`config.mk`:
```
export PLATFORM = sky130hd
export DESIGN_NAME = memory_sequencer
export DESIGN_NICKNAME = d
export VERILOG_FILES = /design/src/rtl/memory_sequencer.sv
export SDC_FILE = /design/constraint.sdc
export NUM_CORES = 1
export LEC_CHECK = 0
export CORE_AREA = 2 2 113 142
export DETAILED_ROUTE_END_ITERATION = 6
export DIE_AREA = 0 0 115 144
export PLACE_DENSITY = 0.76
export SLEW_MARGIN = 30
export SYNTH_ARGS = -nofsm -noshare
export SYNTH_HDL_FRONTEND = slang
export SYNTH_SLANG_ARGS = --single-unit
```
`constraint.sdc`:
```
create_clock -name clk -period 2.25 [get_ports clk]
set_input_delay 0.3375 -clock clk [delete_from_list [all_inputs] [get_ports clk]]
set_output_delay 0.3375 -clock clk [all_outputs]
set_load 0.005 [all_outputs]
```
`src/rtl/memory_sequencer.sv`:
```
// Wishbone classic bus-master sequencer: one load/store at a time, split across two beats when needed.
// Optional feature: define MEMORY_SEQUENCER_MISALIGNED_SPLIT_EN to split lane-crossing misaligned accesses.
module memory_sequencer #(
    parameter int ADDR_WIDTH     = 32,
    parameter int DATA_WIDTH     = 32,
    parameter int TIMEOUT_CYCLES = 255
) (
    input  logic                    clk,
    input  logic                    reset_n,
    input  logic                    req_valid,
    output logic                    req_ready,
    input  logic                    req_write,
    input  logic [1:0]              req_size,
    input  logic                    req_signed,
    input  logic [ADDR_WIDTH-1:0]   req_addr,
    input  logic [31:0]             req_wdata,
    output logic                    resp_valid,
    output logic [31:0]             resp_rdata,
    output logic                    resp_error,
    output logic [3:0]              resp_cause,
    output logic [ADDR_WIDTH-1:0]   adr_o,
    output logic [DATA_WIDTH-1:0]   dat_o,
    input  logic [DATA_WIDTH-1:0]   dat_i,
    output logic [DATA_WIDTH/8-1:0] sel_o,
    output logic                    we_o,
    output logic                    cyc_o,
    output logic                    stb_o,
    input  logic                    ack_i,
    input  logic                    err_i,
    output logic [1:0]              dbg_state
);
    // Handshake: a request transfers on a rising edge where req_valid && req_ready;
    // the response is a single-cycle resp_valid pulse with no back-pressure.
    localparam int LANES = DATA_WIDTH / 8;
    localparam int LB    = $clog2(LANES);
    localparam int TW    = (TIMEOUT_CYCLES > 1) ? $clog2(TIMEOUT_CYCLES) : 1;
    localparam logic [TW-1:0] TMO_LAST = TW'(TIMEOUT_CYCLES - 1);

    typedef enum logic [1:0] {IDLE = 2'd0, BEAT0 = 2'd1, BEAT1 = 2'd2, RESP = 2'd3} state_t;
    state_t state;

    logic                    lat_write;
    logic [1:0]              lat_size;
    logic                    lat_signed;
    logic [LB-1:0]           lat_off;
    logic                    two_beat;
    logic [ADDR_WIDTH-1:0]   beat1_adr;
    logic [DATA_WIDTH-1:0]   beat1_dat;
    logic [LANES-1:0]        beat1_sel;
    logic [DATA_WIDTH-1:0]   rbuf_lo;
    logic [TW-1:0]           tmo_cnt;

    // Request-side lane math, evaluated on the raw request in IDLE.
    logic [LB-1:0]           off;
    logic [3:0]              byte_mask;
    logic [31:0]             wdata_m;
    logic [2*LANES-1:0]      wide_sel;
    logic [2*DATA_WIDTH-1:0] wide_dat;
    logic                    misaligned;
    logic                    crosses;
    logic [ADDR_WIDTH-1:0]   base_adr;

    always_comb begin
        off       = req_addr[LB-1:0];
        base_adr  = {req_addr[ADDR_WIDTH-1:LB], {LB{1'b0}}};
        case (req_size)
            2'd0:    byte_mask = 4'b0001;
            2'd1:    byte_mask = 4'b0011;
            default: byte_mask = 4'b1111;
        endcase
        wdata_m    = req_wdata & {{8{byte_mask[3]}}, {8{byte_mask[2]}}, {8{byte_mask[1]}}, {8{byte_mask[0]}}};
        wide_sel   = {{(2*LANES-4){1'b0}}, byte_mask} << off;
        wide_dat   = {{(2*DATA_WIDTH-32){1'b0}}, wdata_m} << {off, 3'b000};
        misaligned = ((req_size == 2'd1) && req_addr[0]) ||
                     ((req_size == 2'd2) && (req_addr[1:0] != 2'b00));
        crosses    = |wide_sel[2*LANES-1:LANES];
    end

    // Load result: beat1 bytes sit above beat0 bytes, then shift down by the lane offset.
    logic [2*DATA_WIDTH-1:0] merged;
    logic [31:0]             load_raw;
    logic [31:0]             load_data;
    logic                    timeout_hit;

    function automatic logic [31:0] extend(input logic [31:0] v, input logic [1:0] size, input logic sgn);
        case (size)
            2'd0:    return {{24{sgn & v[7]}}, v[7:0]};
            2'd1:    return {{16{sgn & v[15]}}, v[15:0]};
            default: return v;
        endcase
    endfunction

    always_comb begin
        merged      = (state == BEAT1) ? {dat_i, rbuf_lo} : {{DATA_WIDTH{1'b0}}, dat_i};
        load_raw    = merged[{lat_off, 3'b000} +: 32];
        load_data   = extend(load_raw, lat_size, lat_signed);
        timeout_hit = (TIMEOUT_CYCLES != 0) && (tmo_cnt == TMO_LAST);
    end

    assign req_ready = (state == IDLE);
    assign dbg_state = state;

    always_ff @(posedge clk or negedge reset_n) begin
        if (!reset_n) begin
            state      <= IDLE;
            resp_valid <= 1'b0;
            resp_rdata <= '0;
            resp_error <= 1'b0;
            resp_cause <= '0;
            adr_o      <= '0;
            dat_o      <= '0;
            sel_o      <= '0;
            we_o       <= 1'b0;
            cyc_o      <= 1'b0;
            stb_o      <= 1'b0;
            tmo_cnt    <= '0;
            lat_write  <= 1'b0;
            lat_size   <= '0;
            lat_signed <= 1'b0;
            lat_off    <= '0;
            two_beat   <= 1'b0;
            beat1_adr  <= '0;
            beat1_dat  <= '0;
            beat1_sel  <= '0;
            rbuf_lo    <= '0;
        end else begin
            case (state)
                IDLE: begin
                    if (req_valid) begin
                        lat_write  <= req_write;
                        lat_size   <= req_size;
                        lat_signed <= req_signed;
                        lat_off    <= off;
                        beat1_adr  <= base_adr + ADDR_WIDTH'(LANES);
                        beat1_dat  <= wide_dat[2*DATA_WIDTH-1:DATA_WIDTH];
                        beat1_sel  <= wide_sel[2*LANES-1:LANES];
`ifdef MEMORY_SEQUENCER_MISALIGNED_SPLIT_EN
                        two_beat   <= crosses;
`else
                        two_beat   <= 1'b0;
`endif
                        if (req_size == 2'd3) begin
                            state      <= RESP;
                            resp_valid <= 1'b1;
                            resp_error <= 1'b1;
                            resp_cause <= 4'd2;
`ifndef MEMORY_SEQUENCER_MISALIGNED_SPLIT_EN
                        end else if (misaligned) begin
                            state      <= RESP;
                            resp_valid <= 1'b1;
                            resp_error <= 1'b1;
                            resp_cause <= req_write ? 4'd6 : 4'd4;
`endif
                        end else begin
                            state   <= BEAT0;
                            adr_o   <= base_adr;
                            dat_o   <= wide_dat[DATA_WIDTH-1:0];
                            sel_o   <= wide_sel[LANES-1:0];
                            we_o    <= req_write;
                            cyc_o   <= 1'b1;
                            stb_o   <= 1'b1;
                            tmo_cnt <= '0;
                        end
                    end
                end
                BEAT0, BEAT1: begin
                    if (err_i || (!ack_i && timeout_hit)) begin
                        state      <= RESP;
                        resp_valid <= 1'b1;
                        resp_error <= 1'b1;
                        resp_cause <= lat_write ? 4'd7 : 4'd5;
                        resp_rdata <= '0;
                        {adr_o, dat_o, sel_o, we_o, cyc_o, stb_o} <= '0;
                    end else if (ack_i) begin
                        if ((state == BEAT0) && two_beat) begin
                            state   <= BEAT1;
                            rbuf_lo <= dat_i;
                            adr_o   <= beat1_adr;
                            dat_o   <= beat1_dat;
                            sel_o   <= beat1_sel;
                            tmo_cnt <= '0;
                        end else begin
                            state      <= RESP;
                            resp_valid <= 1'b1;
                            resp_error <= 1'b0;
                            resp_cause <= '0;
                            resp_rdata <= lat_write ? 32'd0 : load_data;
                            {adr_o, dat_o, sel_o, we_o, cyc_o, stb_o} <= '0;
                        end
                    end else begin
                        tmo_cnt <= tmo_cnt + 1'b1;
                    end
                end
                RESP: begin
                    state      <= IDLE;
                    resp_valid <= 1'b0;
                    resp_rdata <= '0;
                    resp_error <= 1'b0;
                    resp_cause <= '0;
                end
                default: state <= IDLE;
            endcase
        end
    end
endmodule

```
==> impl_results.md, run 1 <==
- Min-delay src: req_addr[0]
- Worst stage delay on the critical path: 0.50 ns
- Crit path capture type: output port
- Final setup violation count: 0
- WL per Instance: 20.0 um
- Mux share of post-synthesis cell area: 6.14%
- Cells after Synth: 596
- Max Cap Violations: 0
- Share of layout cells above drive strength 1: 14.9%
- CP Buf/Inv Count: 3
- Area grow syn2layout: 52.5%
- Max Clk Rate: 0.462 GHz
- Main flop type after synthesis: dfrtp_1
- Slew headroom: 52.0%
- CTS sink count: 121
- Worst path cell trace: inv_1, ha_2, buf_6, clkdlybuf4s50_1
- Reg2reg path depth: 7
- Largest family of logic cells by synthesized area: compound AO/OA/AOI/OAI gates
- Hold path depth: 2
- R2R Path End: resp_rdata[29]
- Nets: 938
- DR pass1 iterations: 5
- WHS Endpoint: lat_off[0]
- Crit path max-delay family: buffers and inverters
- # IOs: 217
- Pin count of the biggest net entering global routing: 68
- Seq/Total Area, Yosys: 49.2%
- Final non-filler cell total: 1023
- Diodes inserted: 0
- Arrival time worst endpoint: 1.83 ns
- Post-synthesis xor/xnor area fraction: 0%
- CTS tree: done
- Die Y: 144 um
- Placed insts: 990
- CTS Buf Count: 17
- Vias: 5932
- TNS Setup: 0 ns
- Overall Global Routing Usage: 24.9%
- Core Region: 0.0153 mm2
- Setup WS post-layout: 0.0851 ns
- Reg clk slew, reported paths: 0.05 ns
- Slew Viols, Final: 0
- CTS root buffer: clkbuf_16
- Vias in the first global route: 6079
- Fin. Hold Viols: 0
- WP data required: 1.91 ns
- Worst IR Drop VDD: 0.685 mV
- Asr flop ratio synth: 100%
- Number of cells on the critical path: 4
- Crit Path Max Fanout: 6
- Crit Path Class: reg -> out
- Pwr/cell area: 1250 mW/mm2
- First-pass GRT wire length: 31700 um
- Post-Synth Adder-Cell Area: 1.42%
- Fin crit share: 96.2%
- Fillers: 1260
- Simple-Gate Fraction of Synth Area: 10.1%
- Setup crit start kind: flop
- Syn Area/Cell: 10.3 um2
- Fin util: 61.3%
- Compound-Gate Fraction of Synth Area: 28.1%
- Initial antenna violation count: 0
- DRC Markers: 0
- Power Total: 11.8 mW
- Clock skew: 0.0103 ns
- Hold Crit Class: in -> reg
- PortBufs: 213
- Clk Latency, worst-skew pair: 0.42 ns
- Final ANT Viol Nets: 0
- Reg2reg start: dbg_state[0]
- Pleak: 3.98 nW
- CTS H-tree lvls: 4
- DR iter-0 viols: 435
- Netlist Area Pre-Place: 0.00615 mm2
- Status: finished clean
- Slowest-stage cell, CP: clkdlybuf4s50_1
- RSZ-0062 raised after global routing: false
- Chip width: 115 um
- Placer Congestion: 0.918
- Worst slack, placed: -0.0588 ns
- Die area: 0.0166 mm2
- Initial core utilization: 40.2%
- Reg2reg setup slack: 0.13 ns
- Synth Register Bits: 121
- Critical Path Source: dbg_state[1]
- CTS Buffer Depth: 2
- FP Rows: 51
- GR Overflow Total: 0
- Vias/cell: 5.80
- Number of flops mapped to enable cells by yosys: 0
- Ys Warns: 0
- Final wirelength: 20400 um
- Post-CTS Setup Inserts: 0
- Final min period: 2.16 ns
- Cell variety after synth: 54
- Worst-Margin Slew: 0.719 ns
- Hpwl dp: 15000 um
flip-flops by register name, summed over array words and instances, names as in the netlist, 2 cells and up:
signal,count
dat_o,32
resp_rdata,32
adr_o,30
tmo_cnt,8
sel_o,4
resp_cause,3
dbg_state,2
lat_off,2
lat_size,2
through the flow:
step,hold WS [ns],instance area (um2)
2_1_floorplan,0.0419,6160
3_5_place_dp,0.370,8680
5_1_grt,0.403,9380
4_1_cts,0.365,9330
3_3_place_gp,0.355,8680
6_report,0.388,9380
layer usage:
metal	share of wire, %	GRT usage [%]	wire length (um)
met1	38	28.3	7730
met5	0	0	0
met4	3.0	10.2	616
met2	51	43.1	10300
met3	8.6	8.17	1750
worst register-to-register path: stages (launching register included):
cell and delay, ns:
dfrtp_1 0.40, inv_2 0.12, ha_2 0.26, nor2_1 0.08, a211oi_2 0.27, nor3_1 0.14
a311o_2 0.48, a32o_1 0.27
cell usage after synthesis (3+ instances only):
library cell | count | area share, %
o21a_1 | 4 | 0.49
inv_1 | 12 | 0.73
mux2i_1 | 10 | 1.6
nand2_1 | 66 | 4.0
nor3_1 | 3 | 0.24
dfrtp_1 | 121 | 49
o31ai_1 | 10 | 1.2
clkbuf_1 | 27 | 1.6
o21ai_0 | 60 | 4.9
buf_2 | 16 | 1.3
a22o_1 | 49 | 7.0
a221o_1 | 9 | 1.5
a32oi_1 | 9 | 1.3
or3_1 | 5 | 0.51
ha_1 | 7 | 1.4
a32o_1 | 30 | 4.9
nor3b_1 | 3 | 0.37
a221oi_1 | 5 | 0.71
nand2b_1 | 9 | 0.92
a22oi_1 | 12 | 1.5
nor2_1 | 23 | 1.4
mux2_2 | 22 | 4.0
buf_4 | 5 | 0.61
a21oi_1 | 29 | 2.4
nand3_1 | 11 | 0.89
layout by cell type (no fill, tap or decap), drive strengths merged, types with 5 or more instances in the layout:
cell type	instances
a221o	9
mux2	24
ha	7
o21ai	61
or3	5
buf	49
a22oi	13
o31ai	10
a32o	30
a21oi	29
clkdlybuf4s50	211
nor3	5
nand3	11
dfrtp	121
nor2	23
inv	13
nand2	67
mux2i	10
a22o	49
nand2b	9
a221oi	5
clkinvlp	5
a32oi	9
clkbuf	20
what timing repair did:
action	4_1_cts	5_1_grt
setup endpoints to repair	0	26
endpoints found under the hold margin	39	0
hold buffers	1	0
resized for setup	0	14
where the power goes:
part / leakage, nW / switching [mW] / internal (mW)
clock: 0.301 / 0.977 / 1.93
combinational: 2.04 / 2.78 / 2.81
sequential: 1.64 / 0.486 / 2.78
total: 3.98 / 4.25 / 7.52
logic make-up after synthesis:
| logic type | count (synthesis) |
|---|---|
| other cells | 1 |
| simple gates | 134 |
| compound gates | 233 |
| flops | 121 |
| fa+ha+maj | 7 |
| buf+inv | 66 |
| mux | 34 |
worst max path at each step:
| stage | slack, ns | endpoint |
|---|---|---|
| finish | 0.09 | req_ready |
| floorplan | 0.12 | resp_rdata[17] |
| global placement | -0.01 | resp_rdata[16] |
| detailed placement | -0.06 | resp_rdata[29] |
| CTS | 0.01 | resp_rdata[29] |
| global route | 0.002 | resp_rdata[1] |
layout make-up:
class	count	area, um2	share of cell area (%)
Clock buffer	20	467	4.97
Clock inverter	11	169	1.80
Inverter	13	52.6	0.560
Multi-Input combinational cell	412	2880	30.7
Sequential cell	121	3030	32.3
Tap cell	185	231	2.47
Timing Repair Buffer	261	2550	27.2
(Power assumes the default switching activity.)
==> run 2, diff against run 1 <==
- SKIP_LAST_GASP: not set -> 1
==> results of run 2 <==
The final DEF is identical to that of run 1; final timing and power are the same.
